`src/rtl/led_pkg.sv`:
```
// rtl/led_pkg.sv - shared mode, direction and pattern definitions for the LED sequencer
package led_pkg;

  typedef enum logic [1:0] {
    MODE_OFF      = 2'd0,
    MODE_SHIFT_L  = 2'd1,
    MODE_PINGPONG = 2'd2,
    MODE_BLINK    = 2'd3
  } mode_e;

  typedef enum logic {
    LEFT  = 1'b0,
    RIGHT = 1'b1
  } dir_e;

  localparam logic [3:0] INIT_OFF      = 4'b0000;
  localparam logic [3:0] INIT_SHIFT_L  = 4'b0001;
  localparam logic [3:0] INIT_PINGPONG = 4'b0001;
  localparam logic [3:0] INIT_BLINK    = 4'b1111;

  // First pattern shown when a mode is (re)applied, also the recovery value
  function automatic logic [3:0] init_pattern(input mode_e m);
    case (m)
      MODE_SHIFT_L:  return INIT_SHIFT_L;
      MODE_PINGPONG: return INIT_PINGPONG;
      MODE_BLINK:    return INIT_BLINK;
      default:       return INIT_OFF;
    endcase
  endfunction

endpackage

```
`src/rtl/led_step_prescaler.sv`:
```
// rtl/led_step_prescaler.sv - divides clk into a pausable one-cycle step tick
module led_step_prescaler
  import led_pkg::*;
#(
  parameter int unsigned STEP_CYCLES = 25000000,
  parameter int unsigned CNT_W       = 32
) (
  input  logic clk,
  input  logic rst_n,
  input  logic pause,
  output logic tick
);

  localparam logic [CNT_W-1:0] LAST = CNT_W'(STEP_CYCLES - 1);

  logic [CNT_W-1:0] cnt;

  // Tick is combinational so the top registers its effects on the same edge the counter wraps
  always_comb begin
    tick = (cnt == LAST) && !pause;
  end

  // Count 0..LAST and wrap; hold the value while paused so a release resumes mid-step
  always_ff @(posedge clk or negedge rst_n) begin
    if (!rst_n) begin
      cnt <= '0;
    end else if (!pause) begin
      if (cnt == LAST) cnt <= '0;
      else             cnt <= cnt + 1'b1;
    end
  end

endmodule

```
`src/rtl/led_pattern_ctrl.sv`:
```
// rtl/led_pattern_ctrl.sv - LED bank sequencer with step-aligned mode change handshake
module led_pattern_ctrl
  import led_pkg::*;
#(
  parameter int unsigned STEP_CYCLES = 25000000,
  parameter int unsigned CNT_W       = 32
) (
  input  logic       clk,
  input  logic       rst_n,
  input  logic       mode_req,
  input  logic [1:0] mode_sel,
  input  logic       pause,
  output logic       mode_ack,
  output logic       step_tick,
  output logic [1:0] cur_mode,
  output logic [3:0] led
);

  logic       tick;
  mode_e      cur_mode_q;
  mode_e      pend_mode;
  logic       pend_valid;
  dir_e       dir;
  logic [3:0] next_led;
  dir_e       next_dir;

  led_step_prescaler #(
    .STEP_CYCLES (STEP_CYCLES),
    .CNT_W       (CNT_W)
  ) u_prescaler (
    .clk   (clk),
    .rst_n (rst_n),
    .pause (pause),
    .tick  (tick)
  );

  assign cur_mode = cur_mode_q;

  // Next step of the running pattern; any value off the sequence falls back to the initial pattern
  always_comb begin
    next_led = init_pattern(cur_mode_q);
    next_dir = LEFT;
    case (cur_mode_q)
      MODE_SHIFT_L: begin
        case (led)
          4'b0001: next_led = 4'b0010;
          4'b0010: next_led = 4'b0100;
          4'b0100: next_led = 4'b1000;
          4'b1000: next_led = 4'b0001;
          default: next_led = INIT_SHIFT_L;
        endcase
      end
      MODE_PINGPONG: begin
        // The ends turn around immediately so the end LEDs are never shown twice in a row
        case (led)
          4'b0001: begin next_led = 4'b0010; next_dir = LEFT;  end
          4'b0010: begin next_led = (dir == LEFT) ? 4'b0100 : 4'b0001; next_dir = dir; end
          4'b0100: begin next_led = (dir == LEFT) ? 4'b1000 : 4'b0010; next_dir = dir; end
          4'b1000: begin next_led = 4'b0100; next_dir = RIGHT; end
          default: begin next_led = INIT_PINGPONG; next_dir = LEFT; end
        endcase
      end
      MODE_BLINK: begin
        next_led = (led == 4'b1111) ? 4'b0000 : 4'b1111;
      end
      default: begin
        next_led = INIT_OFF;
      end
    endcase
  end

  // Mode/pending/direction state and registered outputs; pending requests only land on a tick
  always_ff @(posedge clk or negedge rst_n) begin
    if (!rst_n) begin
      led        <= INIT_OFF;
      cur_mode_q <= MODE_OFF;
      pend_mode  <= MODE_OFF;
      pend_valid <= 1'b0;
      dir        <= LEFT;
      mode_ack   <= 1'b0;
      step_tick  <= 1'b0;
    end else begin
      step_tick <= tick;
      mode_ack  <= 1'b0;
      if (tick) begin
        if (pend_valid) begin
          cur_mode_q <= pend_mode;
          led        <= init_pattern(pend_mode);
          dir        <= LEFT;
          pend_valid <= 1'b0;
          mode_ack   <= 1'b1;
        end else begin
          led <= next_led;
          dir <= next_dir;
        end
      end
      // Placed after the tick branch: a request on a tick cycle survives to the following tick
      if (mode_req) begin
        pend_valid <= 1'b1;
        pend_mode  <= mode_e'(mode_sel);
      end
    end
  end

endmodule

```
`config.mk`:
```
export PLATFORM = sky130hd
export DESIGN_NAME = led_pattern_ctrl
export DESIGN_NICKNAME = d
export VERILOG_FILES = /design/src/rtl/led_pkg.sv /design/src/rtl/led_step_prescaler.sv /design/src/rtl/led_pattern_ctrl.sv
export SDC_FILE = /design/constraint.sdc
export NUM_CORES = 1
export LEC_CHECK = 0
export ABC_AREA = 1
export BUFFER_PORTS_ARGS = -buffer_cell sky130_fd_sc_hd__clkbuf_2
export CAP_MARGIN = 20
export CORE_MARGIN = 1.5
export CORE_UTILIZATION = 40
export CTS_BUF_LIST = sky130_fd_sc_hd__clkbuf_2
export CTS_CLUSTER_DIAMETER = 80
export CTS_CLUSTER_SIZE = 40
export DETAILED_ROUTE_END_ITERATION = 7
export SLEW_MARGIN = 20
export SYNTH_ARGS = -nofsm -noshare
export SYNTH_HDL_FRONTEND = slang
export SYNTH_SLANG_ARGS = --single-unit
```
`constraint.sdc`:
```
create_clock -name clk -period 2.1 [get_ports clk]
set_input_delay 0.21 -clock clk [delete_from_list [all_inputs] [get_ports clk]]
set_output_delay 0.21 -clock clk [all_outputs]
set_load 0.01 [all_outputs]
```
==> impl_metrics.json <==
{
  "status": "completed",
  "syn_inst": 401,
  "syn-num-nets": 408,
  "power.density_nw_per_um2": 554.2,
  "ys_warn_count": 0,
  "clockBufferDepth": 2,
  "peakVddDrop_uv": 303.9,
  "fillCellCount": 717,
  "hp-class": "in -> reg",
  "fin_cells": 505,
  "cp_max_fo": 4,
  "final_common_cell": "nand2_1",
  "wl_per_cell_um": 12.55,
  "dp_cells": 491,
  "end_kind": "flop",
  "fin_crit_sh": 0.8056,
  "grt_pass1_vias": 2433,
  "gp_congestion": 0.8667,
  "maxSlewViolCount": 0,
  "relSlewSlack": 0.6181,
  "cts.sinks": 44,
  "final_cell_mix": "nand2_1 (104), inv_1 (64), nor2_1 (54)",
  "start_util": 0.4124,
  "dp_hpwl_um": 4900,
  "worst_slew_pin_slew_ps": 572.9,
  "cap_violations": 0,
  "drtAntennaViolNets": 0,
  "crit_required_ps": 2430,
  "drt-pass1-iter-count": 4,
  "numCtsBuffers": 5,
  "viasPerCell": 5.028,
  "setup_slack_ps": 408.3,
  "pre_cts_slack_ps": 457.0,
  "rsz0062_at_grt": "false",
  "wl_met1_um": 3196,
  "remaining_drc_errors": 0,
  "cts-root-buf": "clkbuf_2",
  "num_antenna_cells": 0,
  "setup_viol_count_final": 0,
  "ys_types": 28,
  "wl_met3_um": 204,
  "drt_iter0_markers": 137,
  "antenna_found_initial": 0,
  "vias": 2539,
  "arrival_ps": 2030,
  "top_layer": "met4",
  "fmax_ghz": 0.5911,
  "cts_tree": "done",
  "clock_latency_ps": 420,
  "leakage_nw": 1.569,
  "setup.worst_path.start_class": "flop",
  "ios": 14,
  "path_class": "reg -> reg",
  "layout-drive-gt1-share": 0.1247,
  "netlist_area_um2": 2786,
  "area_growth_syn_to_layout_pct": 10.01,
  "grt_max_degree": 45,
  "finalHoldViolCount": 0,
  "fin_worst_skew_ps": 31.39,
  "chipWidth_um": 86.46,
  "ys_seq_elements": 44,
  "route.met2.wl_um": 2841,
  "portBuffers": 13,
  "path_clk_slew_ps": 240,
  "period_minus_slack_ps": 1692,
  "ys_seq_area_frac": 0.3952,
  "core_um2": 6756,
  "grt_first_pass_wirelength_um": 11210,
  "die_h_um": 86.46,
  "synth_area_per_cell_um2": 6.949,
  "fin_nets": 431,
  "routed_wirelength_um": 6337,
  "std_cell_rows": 30,
  "setup_tns_ps": 0,
  "cts_setup_buffers": 0,
  "die_area_um2": 7475,
  "grt.total_usage": 0.1896,
  "htreeDepth": 2,
  "globalRouteOverflowTotal": 0
}
synthesized netlist by cell type:
cell type | instances | area (um2)
nand2_2 | 6 | 37.54
dfrtp_1 | 44 | 1101
nor4_1 | 2 | 12.51
nor3_1 | 11 | 55.05
nor2_1 | 54 | 202.7
nor3b_1 | 1 | 7.510
a21oi_1 | 8 | 40.04
and3_1 | 2 | 12.51
o21bai_1 | 1 | 7.510
nand4_1 | 12 | 75.07
nand3_1 | 29 | 145.1
nand3b_1 | 1 | 7.510
o21ai_0 | 16 | 80.08
o211a_1 | 1 | 10.01
clkbuf_1 | 1 | 3.750
nor3_2 | 5 | 50.05
buf_4 | 2 | 15.01
nand3_2 | 1 | 10.01
inv_1 | 64 | 240.2
ha_1 | 1 | 12.51
nand2_1 | 104 | 390.4
xnor2_1 | 2 | 17.52
nor2_4 | 5 | 56.30
buf_2 | 3 | 15.01
o21ai_1 | 2 | 10.01
nor2_2 | 10 | 62.56
or2_2 | 2 | 12.51
xor2_1 | 11 | 96.34
repair_timing:
| action | 4_1_cts | 5_1_grt |
|---|---|---|
| hold buffers | 5 | 1 |
| hold endpoints to repair | 46 | 1 |
| endpoints found under the setup margin | 0 | 0 |
| gates resized for setup | 0 | 0 |
cells by family after synthesis:
family,share of synthesized area
buf+inv,0.09833
fa+ha+maj,0.004490
xor+xnor,0.04086
flops,0.3952
simple gates,0.4082
compound gates,0.05299
state kept, by name (all words and copies together), names as in the netlist:
signal and flops:
u_prescaler.cnt 32, led 4, cur_mode 2, pend_mode 2, dir 1, mode_ack 1
pend_valid 1, step_tick 1
critical path: stages (launching register included):
cell      delay [ps]
dfrtp_1          440
ha_1             220
inv_1             80
nor2_4           140
nand2_2           80
nor2_1           150
nand2_1          110
nor2_2           130
nand3b_1         100
xor2_1           150
cell type report:
| cell class | instances | area (um2) | area share |
|---|---|---|---|
| repair buffers | 22 | 147.6 | 0.04816 |
| clock buffers | 6 | 30.03 | 0.009796 |
| multi-input cells | 287 | 1411 | 0.4604 |
| inverters | 64 | 240.2 | 0.07837 |
| clock inverters | 2 | 35.03 | 0.01143 |
| flip-flops and latches | 44 | 1101 | 0.3592 |
| well taps | 80 | 100.1 | 0.03265 |
stage by stage:
step                power, mW    util  hold WS, ps  instance area, um2
finish                  1.699  0.4537        219.3                3065
global route            1.804  0.4537        219.3                3065
CTS                     1.720  0.4522        2.024                3055
detailed placement      1.219  0.4352        335.0                2940
global placement        1.219  0.4352        332.7                2940
floorplan               1.144       -       -85.59                2786
per-layer routing:
layer  track usage  up-vias
met5             0        -
met4       0.05132        0
met3       0.02952       10
met2        0.3011       40
met1        0.2698     1188
li1              -     1301
report_power, final:
group | switching, mW | internal, mW | leakage, nW
logic | 0.151 | 0.0909 | 1.00
registers | 0.0617 | 0.909 | 0.522
clock network | 0.282 | 0.205 | 0.0430
total | 0.494 | 1.20 | 1.57
worst paths after layout:
| kind | slack (ps) | startpoint | depth (start not counted) | end |
|---|---|---|---|---|
| max | 410 | u_prescaler.cnt[0]$_DFFE_PN0N_ | 9 | u_prescaler.cnt[28]$_DFFE_PN0N_ |
| min reg2reg | 500 | u_prescaler.cnt[31]$_DFFE_PN0N_ | 1 | u_prescaler.cnt[31]$_DFFE_PN0N_ |
| min in group asynchronous | 370 | rst_n | 3 | pend_mode[1]$_DFFE_PN0P_ |
| max in group asynchronous | 1310 | rst_n | 3 | u_prescaler.cnt[13]$_DFFE_PN0N_ |
| max reg2reg | 410 | u_prescaler.cnt[0]$_DFFE_PN0N_ | 9 | u_prescaler.cnt[28]$_DFFE_PN0N_ |
| min | 220 | pause | 3 | u_prescaler.cnt[1]$_DFFE_PN0N_ |
No activity file was read; power rests on OpenSTA's default activity.
